--- src/rtl/alu_ctrl_pkg.sv ---
// alu_ctrl_pkg: shared encodings for the EX-stage ALU control
// and its sequenced multiplier.
package alu_ctrl_pkg;

   typedef enum logic [2:0] {
      ALU_ADD = 3'b000,
      ALU_SUB = 3'b001,
      ALU_AND = 3'b010,
      ALU_OR  = 3'b011,
      ALU_MUL = 3'b100,
      ALU_NOP = 3'b101
   } alu_ctrl_e;

   localparam logic [1:0] ALUOP_FUNCT = 2'b00;
   localparam logic [1:0] ALUOP_ADD   = 2'b01;
   localparam logic [1:0] ALUOP_OR    = 2'b10;
   localparam logic [1:0] ALUOP_SUB   = 2'b11;

   localparam logic [5:0] FUNCT_ADD  = 6'b100000;
   localparam logic [5:0] FUNCT_SUB  = 6'b100010;
   localparam logic [5:0] FUNCT_AND  = 6'b100100;
   localparam logic [5:0] FUNCT_OR   = 6'b100101;
   localparam logic [5:0] FUNCT_MUL  = 6'b011000;
   localparam logic [5:0] FUNCT_MULU = 6'b011001;

   typedef enum logic [1:0] {
      ST_IDLE,
      ST_MUL,
      ST_DONE
   } mul_state_e;

   function automatic logic is_mul_funct(input logic [5:0] f);
      return (f == FUNCT_MUL) || (f == FUNCT_MULU);
   endfunction

endpackage

--- src/rtl/alu_ctrl_mul_seq_if.sv ---
// alu_ctrl_mul_seq_if: EX-stage bundle between the ID/EX register,
// the ALU control/multiplier and the hazard unit.
interface alu_ctrl_mul_seq_if #(
   parameter int WIDTH = 32
);
   logic               valid_i;
   logic               flush_i;
   logic [5:0]         funct_i;
   logic [1:0]         ALUOp_i;
   logic [WIDTH-1:0]   opA_i;
   logic [WIDTH-1:0]   opB_i;
   logic [2:0]         ALUCtrl_o;
   logic               stall_o;
   logic               done_o;
   logic [2*WIDTH-1:0] prod_o;

   modport master (
      output valid_i, flush_i, funct_i, ALUOp_i, opA_i, opB_i,
      input  ALUCtrl_o, stall_o, done_o, prod_o
   );

   modport slave (
      input  valid_i, flush_i, funct_i, ALUOp_i, opA_i, opB_i,
      output ALUCtrl_o, stall_o, done_o, prod_o
   );
endinterface

--- src/rtl/mul_iter_core.sv ---
// mul_iter_core: shift-add multiplier datapath retiring
// BITS_PER_CYCLE multiplier bits per step.
module mul_iter_core
   import alu_ctrl_pkg::*;
#(
   parameter int WIDTH          = 32,
   parameter int BITS_PER_CYCLE = 1
) (
   input  logic               clk_i,
   input  logic               rst_i,
   input  logic               start_i,
   input  logic               step_i,
   input  logic               flush_i,
   input  logic [WIDTH-1:0]   mcand_i,
   input  logic [WIDTH-1:0]   mplier_i,
   output logic               last_o,
   output logic [2*WIDTH-1:0] prod_nxt_o
);
   localparam int STEPS = WIDTH / BITS_PER_CYCLE;
   localparam int CNT_W = $clog2(STEPS + 1);
   localparam int HI_W  = WIDTH + BITS_PER_CYCLE;
   localparam int ACC_W = 2 * WIDTH + BITS_PER_CYCLE;

   logic [ACC_W-1:0] acc_q, acc_d;
   logic [WIDTH-1:0] mcand_q, mcand_d;
   logic [CNT_W-1:0] cnt_q, cnt_d;
   logic [HI_W-1:0]  sum;

   // Upper part accumulates, lower part holds the unretired multiplier.
   always_comb begin
      sum = acc_q[ACC_W-1:WIDTH]
          + HI_W'(mcand_q) * HI_W'(acc_q[BITS_PER_CYCLE-1:0]);
      prod_nxt_o = {sum, acc_q[WIDTH-1:BITS_PER_CYCLE]};
   end

   always_comb begin
      acc_d   = acc_q;
      mcand_d = mcand_q;
      cnt_d   = cnt_q;
      if (flush_i) begin
         cnt_d = '0;
      end else if (start_i) begin
         acc_d   = {{HI_W{1'b0}}, mplier_i};
         mcand_d = mcand_i;
         cnt_d   = '0;
      end else if (step_i) begin
         acc_d = {{BITS_PER_CYCLE{1'b0}}, prod_nxt_o};
         cnt_d = cnt_q + CNT_W'(1);
      end
   end

   assign last_o = (cnt_q == CNT_W'(STEPS - 1));

   always_ff @(posedge clk_i) begin
      if (rst_i) begin
         acc_q   <= '0;
         mcand_q <= '0;
         cnt_q   <= '0;
      end else begin
         acc_q   <= acc_d;
         mcand_q <= mcand_d;
         cnt_q   <= cnt_d;
      end
   end

endmodule

--- src/rtl/alu_ctrl_mul_seq.sv ---
// alu_ctrl_mul_seq: ALUCtrl decode plus sequenced multiplier with stall.
// Define ALU_CTRL_SIGNED_MUL_EN to make funct 011000 a signed multiply.
module alu_ctrl_mul_seq
   import alu_ctrl_pkg::*;
#(
   parameter int WIDTH          = 32,
   parameter int BITS_PER_CYCLE = 1
) (
   input  logic              clk_i,
   input  logic              rst_i,
   alu_ctrl_mul_seq_if.slave bus
);
   localparam int PW = 2 * WIDTH;

   alu_ctrl_e        alu_ctrl;
   logic             is_mul;
   mul_state_e       state_q, state_d;
   logic             done_q, done_d;
   logic [PW-1:0]    prod_q, prod_d;
   logic             core_start, core_step, core_flush, core_last;
   logic [WIDTH-1:0] mcand, mplier;
   logic [PW-1:0]    core_prod, prod_fix;

   always_comb begin
      alu_ctrl = ALU_NOP;
      unique case (bus.ALUOp_i)
         ALUOP_ADD: alu_ctrl = ALU_ADD;
         ALUOP_OR:  alu_ctrl = ALU_OR;
         ALUOP_SUB: alu_ctrl = ALU_SUB;
         default: begin
            unique case (1'b1)
               bus.funct_i == FUNCT_ADD:  alu_ctrl = ALU_ADD;
               bus.funct_i == FUNCT_SUB:  alu_ctrl = ALU_SUB;
               bus.funct_i == FUNCT_AND:  alu_ctrl = ALU_AND;
               bus.funct_i == FUNCT_OR:   alu_ctrl = ALU_OR;
               is_mul_funct(bus.funct_i): alu_ctrl = ALU_MUL;
               default:                   alu_ctrl = ALU_NOP;
            endcase
         end
      endcase
   end

   assign is_mul = bus.valid_i
                 & (bus.ALUOp_i == ALUOP_FUNCT)
                 & is_mul_funct(bus.funct_i);

`ifdef ALU_CTRL_SIGNED_MUL_EN
   logic sgn_op, neg_q, neg_d;

   // Core works on magnitudes; the sign is reapplied at completion.
   always_comb begin
      sgn_op = (bus.funct_i == FUNCT_MUL);
      mcand  = (sgn_op && bus.opA_i[WIDTH-1]) ? -bus.opA_i : bus.opA_i;
      mplier = (sgn_op && bus.opB_i[WIDTH-1]) ? -bus.opB_i : bus.opB_i;
      neg_d  = neg_q;
      if (core_start)
         neg_d = sgn_op & (bus.opA_i[WIDTH-1] ^ bus.opB_i[WIDTH-1]);
      prod_fix = neg_q ? -core_prod : core_prod;
   end

   always_ff @(posedge clk_i) begin
      if (rst_i) neg_q <= 1'b0;
      else       neg_q <= neg_d;
   end
`else
   always_comb begin
      mcand    = bus.opA_i;
      mplier   = bus.opB_i;
      prod_fix = core_prod;
   end
`endif

   // Flush outranks both acceptance and completion.
   always_comb begin
      state_d    = state_q;
      done_d     = 1'b0;
      prod_d     = prod_q;
      core_start = 1'b0;
      core_step  = 1'b0;
      core_flush = 1'b0;
      unique case (state_q)
         ST_IDLE: begin
            if (is_mul && !bus.flush_i) begin
               core_start = 1'b1;
               state_d    = ST_MUL;
            end
         end
         ST_MUL: begin
            if (bus.flush_i) begin
               core_flush = 1'b1;
               state_d    = ST_IDLE;
            end else begin
               core_step = 1'b1;
               if (core_last) begin
                  state_d = ST_DONE;
                  done_d  = 1'b1;
                  prod_d  = prod_fix;
               end
            end
         end
         ST_DONE: state_d = ST_IDLE;
         default: state_d = ST_IDLE;
      endcase
   end

   always_ff @(posedge clk_i) begin
      if (rst_i) begin
         state_q <= ST_IDLE;
         done_q  <= 1'b0;
         prod_q  <= '0;
      end else begin
         state_q <= state_d;
         done_q  <= done_d;
         prod_q  <= prod_d;
      end
   end

   mul_iter_core #(
      .WIDTH          (WIDTH),
      .BITS_PER_CYCLE (BITS_PER_CYCLE)
   ) u_core (
      .clk_i      (clk_i),
      .rst_i      (rst_i),
      .start_i    (core_start),
      .step_i     (core_step),
      .flush_i    (core_flush),
      .mcand_i    (mcand),
      .mplier_i   (mplier),
      .last_o     (core_last),
      .prod_nxt_o (core_prod)
   );

   assign bus.ALUCtrl_o = alu_ctrl;
   assign bus.stall_o   = ~rst_i & ((state_q == ST_MUL)
                        | ((state_q == ST_IDLE) & is_mul));
   assign bus.done_o    = done_q;
   assign bus.prod_o    = prod_q;

endmodule
--- src/flat_wrapper.sv ---
// flat-port wrapper written by rule: the top's interface ports become plain ports
module alu_ctrl_mul_seq_flat import alu_ctrl_pkg::*;
#(
   parameter int WIDTH          = 32,
   parameter int BITS_PER_CYCLE = 1
)
  (clk_i, rst_i, bus_valid_i, bus_flush_i, bus_funct_i, bus_ALUOp_i, bus_opA_i, bus_opB_i, bus_ALUCtrl_o, bus_stall_o, bus_done_o, bus_prod_o);
  alu_ctrl_mul_seq_if #(.WIDTH(WIDTH)) bus_i ();
  input  logic clk_i;
  input  logic rst_i;
  input wire logic [$bits(bus_i.valid_i)-1:0] bus_valid_i;
  input wire logic [$bits(bus_i.flush_i)-1:0] bus_flush_i;
  input wire logic [$bits(bus_i.funct_i)-1:0] bus_funct_i;
  input wire logic [$bits(bus_i.ALUOp_i)-1:0] bus_ALUOp_i;
  input wire logic [$bits(bus_i.opA_i)-1:0] bus_opA_i;
  input wire logic [$bits(bus_i.opB_i)-1:0] bus_opB_i;
  output wire logic [$bits(bus_i.ALUCtrl_o)-1:0] bus_ALUCtrl_o;
  output wire logic [$bits(bus_i.stall_o)-1:0] bus_stall_o;
  output wire logic [$bits(bus_i.done_o)-1:0] bus_done_o;
  output wire logic [$bits(bus_i.prod_o)-1:0] bus_prod_o;
  assign bus_i.valid_i = bus_valid_i;
  assign bus_i.flush_i = bus_flush_i;
  assign bus_i.funct_i = bus_funct_i;
  assign bus_i.ALUOp_i = bus_ALUOp_i;
  assign bus_i.opA_i = bus_opA_i;
  assign bus_i.opB_i = bus_opB_i;
  assign bus_ALUCtrl_o = bus_i.ALUCtrl_o;
  assign bus_stall_o = bus_i.stall_o;
  assign bus_done_o = bus_i.done_o;
  assign bus_prod_o = bus_i.prod_o;
  alu_ctrl_mul_seq #(.WIDTH(WIDTH), .BITS_PER_CYCLE(BITS_PER_CYCLE)) u_core (.clk_i(clk_i), .rst_i(rst_i), .bus(bus_i));
endmodule
--- config.mk ---
export PLATFORM = sky130hd
export DESIGN_NAME = alu_ctrl_mul_seq_flat
export DESIGN_NICKNAME = d
export VERILOG_FILES = /design/src/rtl/alu_ctrl_pkg.sv /design/src/rtl/alu_ctrl_mul_seq_if.sv /design/src/rtl/mul_iter_core.sv /design/src/rtl/alu_ctrl_mul_seq.sv /design/src/flat_wrapper.sv
export SDC_FILE = /design/constraint.sdc
export NUM_CORES = 1
export LEC_CHECK = 0
export CAP_MARGIN = 20
export CORE_ASPECT_RATIO = 0.6
export CORE_MARGIN = 1.5
export CORE_UTILIZATION = 56
export DETAILED_ROUTE_END_ITERATION = 10
export MAX_ROUTING_LAYER = met4
export PLACE_DENSITY = 0.84
export SYNTH_ARGS = -nofsm -noshare
export SYNTH_HDL_FRONTEND = slang
export SYNTH_SLANG_ARGS = --single-unit
--- constraint.sdc ---
create_clock -name clk_i -period 9.35 [get_ports clk_i]
set_clock_uncertainty 0.2 [all_clocks]
set_input_delay 1.87 -clock clk_i [delete_from_list [all_inputs] [get_ports clk_i]]
set_output_delay 1.87 -clock clk_i [all_outputs]
set_load 0.01 [all_outputs]
After elaboration in Yosys (flattened, before gate mapping) --
Cells that the tools add are included.
Storage, ports and cells: flip-flop bits (word level) 170, input bits 76, word-level logic and storage cells 58
Operators by class: add/subtract/negate cells 2, $mul 1, eq/ne operators 13, multiplexer cells 15, bitwise operators 9, reductions and logical operators 12
Operators by type and width (count):
- $mux W65 | 2
- $add A33 B33 Y33 | 1
- $mul A32 B1 Y33 | 1
- $eq A6 B6 Y1 const B | 4
- $eq A6 B5 Y1 const B | 3
- $pmux W3 S5 | 1
- $pmux W3 S3 | 1
- $mux W1 | 7
- $add A6 B1 Y6 const B | 1
- $mux W2 | 3
- $reduce_and A2 Y1 | 3
- $reduce_or A3 Y1 | 2
- $and A1 B1 Y1 | 4
- $eq A2 B1 Y1 const B | 2
- $eq A2 B2 Y1 const B | 2
- $logic_not A2 Y1 | 2
- $not A1 Y1 | 4
- $pmux W2 S2 | 1
- $ne A3 B2 Y1 const B | 1
- $reduce_and A3 Y1 | 1
- $ne A2 B1 Y1 const B | 1
- $reduce_bool A2 Y1 | 1
- $logic_and A1 B1 Y1 | 1
- $logic_not A1 Y1 | 1
- 2 further kinds | 2

Depth between registers and ports, before layout --
depth after elaboration 8, depth in mapped cells 11

Hierarchy --
A second synthesis with hierarchy kept.
Second synthesis, totals: cell total of the unflattened synthesis 1029, area total of the unflattened synthesis 8463.1 µm²
By module, submodules not included:
- mul_iter_core | times used 1, cells an instance 722, area each 6030.8 µm²
- alu_ctrl_mul_seq | times used 1, cells an instance 307, area each 2432.3 µm²

Worst setup path before layout --
OpenSTA, ideal clock, no wires.
path type input to output, start point input port rst_i, end point output port bus_stall_o, data arrival time 2.805 ns, data required time 7.280 ns, path slack 4.475 ns, stages on the path 4, buffers on the path 3, cells stage by stage clkbuf_1 > clkbuf_1 > clkbuf_1 > nor3_1
Between the ends: longest elaborated chain between the ends 2
RTL lines:
- start, declared | line flat_wrapper.sv:10 | input logic rst_i;
- $not A1 Y1 | line alu_ctrl_mul_seq.sv:134 | assign bus.stall_o = ~rst_i & ((state_q == ST_MUL)
- $and A1 B1 Y1 | line alu_ctrl_mul_seq.sv:134
- end, declared | line flat_wrapper.sv:18 | output wire logic [$bits(bus_i.stall_o)-1:0] bus_stall_o;
No other way between the ends.

Worst setup path in the final report --
start point input port bus_funct_i[2], end point output port bus_stall_o
Between the ends: longest elaborated chain between the ends 6, elaborated cells between the ends (all ways) 7, classes of those cells eq/ne (2); bitwise (4); reduce/logical (1)
RTL lines:
- start, declared | line flat_wrapper.sv:13 | input wire logic [$bits(bus_i.funct_i)-1:0] bus_funct_i;
- $eq A6 B5 Y1 | line alu_ctrl_pkg.sv:33 | return (f == FUNCT_MUL) || (f == FUNCT_MULU);
- $logic_or A1 B1 Y1 (*) | line alu_ctrl_pkg.sv:33
- $and A1 B1 Y1 (*) | line alu_ctrl_mul_seq.sv:45 | & is_mul_funct(bus.funct_i);
- $and A1 B1 Y1 (*) | line alu_ctrl_mul_seq.sv:135 | | ((state_q == ST_IDLE) & is_mul));
- $or A1 B1 Y1 (*) | line alu_ctrl_mul_seq.sv:135
- $and A1 B1 Y1 (*) | line alu_ctrl_mul_seq.sv:134
Every way passes the cells marked *; elsewhere a longest branch is shown, timed or not.

==> flow_summary.json <==
{
  "antennaDiodeCount": 0,
  "cts-root-buf": "clkbuf_16",
  "rrSetupSlack_ns": 5.35,
  "post-route-util_pct": 73.7,
  "drtIter0Drc": 979,
  "hold-worst-slack_ns": 0.251,
  "layout_min_cycle_time_ns": 5.83,
  "power.leakage_nw": 3.85,
  "wl_per_cell_um": 17.8,
  "clkSinkCount": 169,
  "cts_hold_buffers": 0,
  "yosys_register_bits": 169,
  "finalPower_mw": 1.49,
  "cts_buffer_depth": 2,
  "max-slew-margin-rel_pct": 30.1,
  "syn_avg_cell_area_um2": 8.24,
  "place_ws_ns": 3.53,
  "synth.area.top_cells": "dfxtp_1 42%, nand2_1 9.0%, a21oi_1 7.2%",
  "core_um2": 13900,
  "grt-ovfl-total": 0,
  "tns_ns": 0,
  "seqPwrFrac_pct": 48.3,
  "drive_gt1_share_pct": 6.37,
  "ys_types": 69,
  "grt_usage_pct": 31.6,
  "holdPathStages": 2,
  "powerDensity_nw_per_um2": 146,
  "cp-end-kind": "output port",
  "dieArea_um2": 15200,
  "cts_setup_buffers": 0,
  "p_sw_share_pct": 23.8,
  "start_util_pct": 58.4,
  "ir_worst_vdd_mv": 0.106,
  "cap_violations": 0,
  "grt_pass1_wl_um": 36200,
  "port-buffer-count": 144,
  "grt_max_degree": 73,
  "routed_via_density": 6.11,
  "synth_ff_type": "dfxtp_1",
  "nFillCells": 1077,
  "die_w_um": 158,
  "io_pins": 145,
  "area_delta_synth_final_pct": 26.2,
  "worstPathRequired_ns": 7.28,
  "finalHoldViolations": 0,
  "cts_tree": "yes",
  "critPathLaunchType": "input pin",
  "rsz0062_at_grt": "false",
  "yosysSeqAreaShare_pct": 41.8,
  "status": "finished, final reports clean",
  "antenna_found_initial": 0,
  "synth-async-reset-ratio_pct": 0,
  "yosys_warnings": 0,
  "r2r-start": "u_core.u_core.acc_q[0]",
  "finalWorstSetupSlack_ns": 3.52,
  "worst_r2r_endpoint": "u_core.u_core.acc_q[59]",
  "cts_max_level": 4,
  "syn_area_um2": 8100,
  "slew_viol_final": 0,
  "grt_pass1_vias": 6936,
  "synth.top_cell.area_share_pct": 41.8,
  "cts_resized": 0,
  "path_clk_slew_ns": 0.07,
  "worstMarginPinSlew_ns": 1.04,
  "yosysTopAreaCell": "dfxtp_1",
  "min_path_type": "flip-flop to flip-flop",
  "die_y_um": 96.2,
  "arrival_ns": 3.76,
  "whs_endpoint": "u_core.u_core.mcand_q[1]",
  "pwr-share-clk_pct": 48.1,
  "dp_hpwl_um": 15700,
  "via_count": 7885,
  "final_nets": 1196,
  "syn_inst": 983,
  "critPathKind": "input pin to output port",
  "row_count": 33,
  "ant_nets": 0,
  "gp_congestion": 0.999,
  "p_int_mw": 1.13,
  "synth_nets": 1093,
  "hp-start": "u_core.u_core.mcand_q[1]",
  "fmax_mhz": 171,
  "routed_wl_um": 22900,
  "ff2ff_path_depth": 11,
  "clk_latency_ns": 0.43,
  "drt_drc_violations_left": 0,
  "p_switching_mw": 0.355,
  "cp_max_fo": 3,
  "setup_viol": 0,
  "fin_crit_sh_pct": 62.4,
  "drtPass1Iterations": 10,
  "pwr-share-comb_pct": 3.6,
  "yosysMostFrequentCell": "nand2_1",
  "synth_edf_count": 0,
  "synth.cells.most_frequent": "195 x nand2_1, 169 x dfxtp_1, 116 x a21oi_1",
  "cts_buffers": 17
}
## power by group through the flow
stage / Clock [mW] / Combinational, mW / Sequential, mW
floorplan: 0 / 0.0142 / 0.736
global route: 0.752 / 0.0565 / 0.720
global placement: 0 / 0.0526 / 0.737
detailed placement: 0 / 0.0527 / 0.737
CTS: 0.719 / 0.0531 / 0.720
finish: 0.716 / 0.0534 / 0.720
## kinds of logic after synthesis
family | Yosys count | synth area share (%)
DFF | 169 | 41.8
AOI/OAI and AO/OA | 278 | 23.4
and+or+nand+nor | 397 | 22.6
adders and majority gates | 34 | 5.34
muxes | 4 | 0.510
buffers and inverters | 77 | 3.78
xor gates and xnor gates | 24 | 2.59
## registers in the layout, indices dropped and copies added, names as in the netlist
name / count
u_core.state_q: 2
u_core.u_core.cnt_q: 6
u_core.u_core.acc_q: 64
u_core.bus.prod_o: 64
u_core.bus.done_o: 1
u_core.u_core.mcand_q: 32
## cell type report
cell class                 instances  area, um^2  area share (%)
timing repair buffer             155        1540            15.1
sequential                       169        3380            33.1
clock inverter                    15         180            1.76
multi-input combinational        737        4430            43.3
inverter                           6        22.5           0.220
clock buffer                      17         425            4.16
tap                              192         240            2.35
## through the flow
stage	std cells	area [um^2]
6_report	1291	10200
5_1_grt	1291	10200
4_1_cts	1289	10200
3_5_place_dp	1257	9580
3_3_place_gp	1257	9580
2_1_floorplan	983	8100
## layer usage
layer | up-vias | part of all wire [%] | global-route usage, %
met2 | 370 | 41 | 43.4
li1 | 3750 | - | -
met3 | 28 | 8.8 | 6.80
met4 | 0 | 1.1 | 7.24
met1 | 3737 | 49 | 46.5
met5 | - | 0 | -
## worst max-delay path, cell delays in order
cell             delay (ns)
clkdlybuf4s50_1        0.47
nor2_1                 0.13
and4b_1                0.26
a31oi_1                0.14
nor3_1                 0.26
clkdlybuf4s50_1        0.64
## how the worst max path moves through the flow
stage	cells past startpoint	from	slack [ns]	end
floorplan	4	rst_i	4.47	bus_stall_o
global placement	6	bus_funct_i[2]	3.59	bus_stall_o
detailed placement	6	bus_funct_i[2]	3.53	bus_stall_o
CTS	6	bus_funct_i[2]	3.53	bus_stall_o
global route	6	bus_funct_i[2]	3.48	bus_stall_o
finish	6	bus_funct_i[2]	3.52	bus_stall_o
## layout by cell type (no fill, tap or decap), types with 5 or more instances in the layout
cell	netlist	final
o21bai_1	5	5
o211ai_1	5	5
a222oi_1	32	32
xor2_1	12	12
nor2_1	71	70
and2_1	38	37
ha_1	33	33
or3_1	12	12
clkbuf_16	0	17
a22oi_1	9	9
o21ai_0	26	26
dfxtp_1	169	169
a21oi_1	116	116
a22o_1	9	9
a31oi_1	7	7
buf_4	0	10
nand2_1	195	194
inv_1	6	6
nand4_1	11	11
xnor2_1	12	12
a32o_1	5	5
a21o_1	20	20
nand3_1	14	14
clkdlybuf4s50_1	0	143
nor3_1	16	16
No activity file was read; power rests on OpenSTA's default activity.
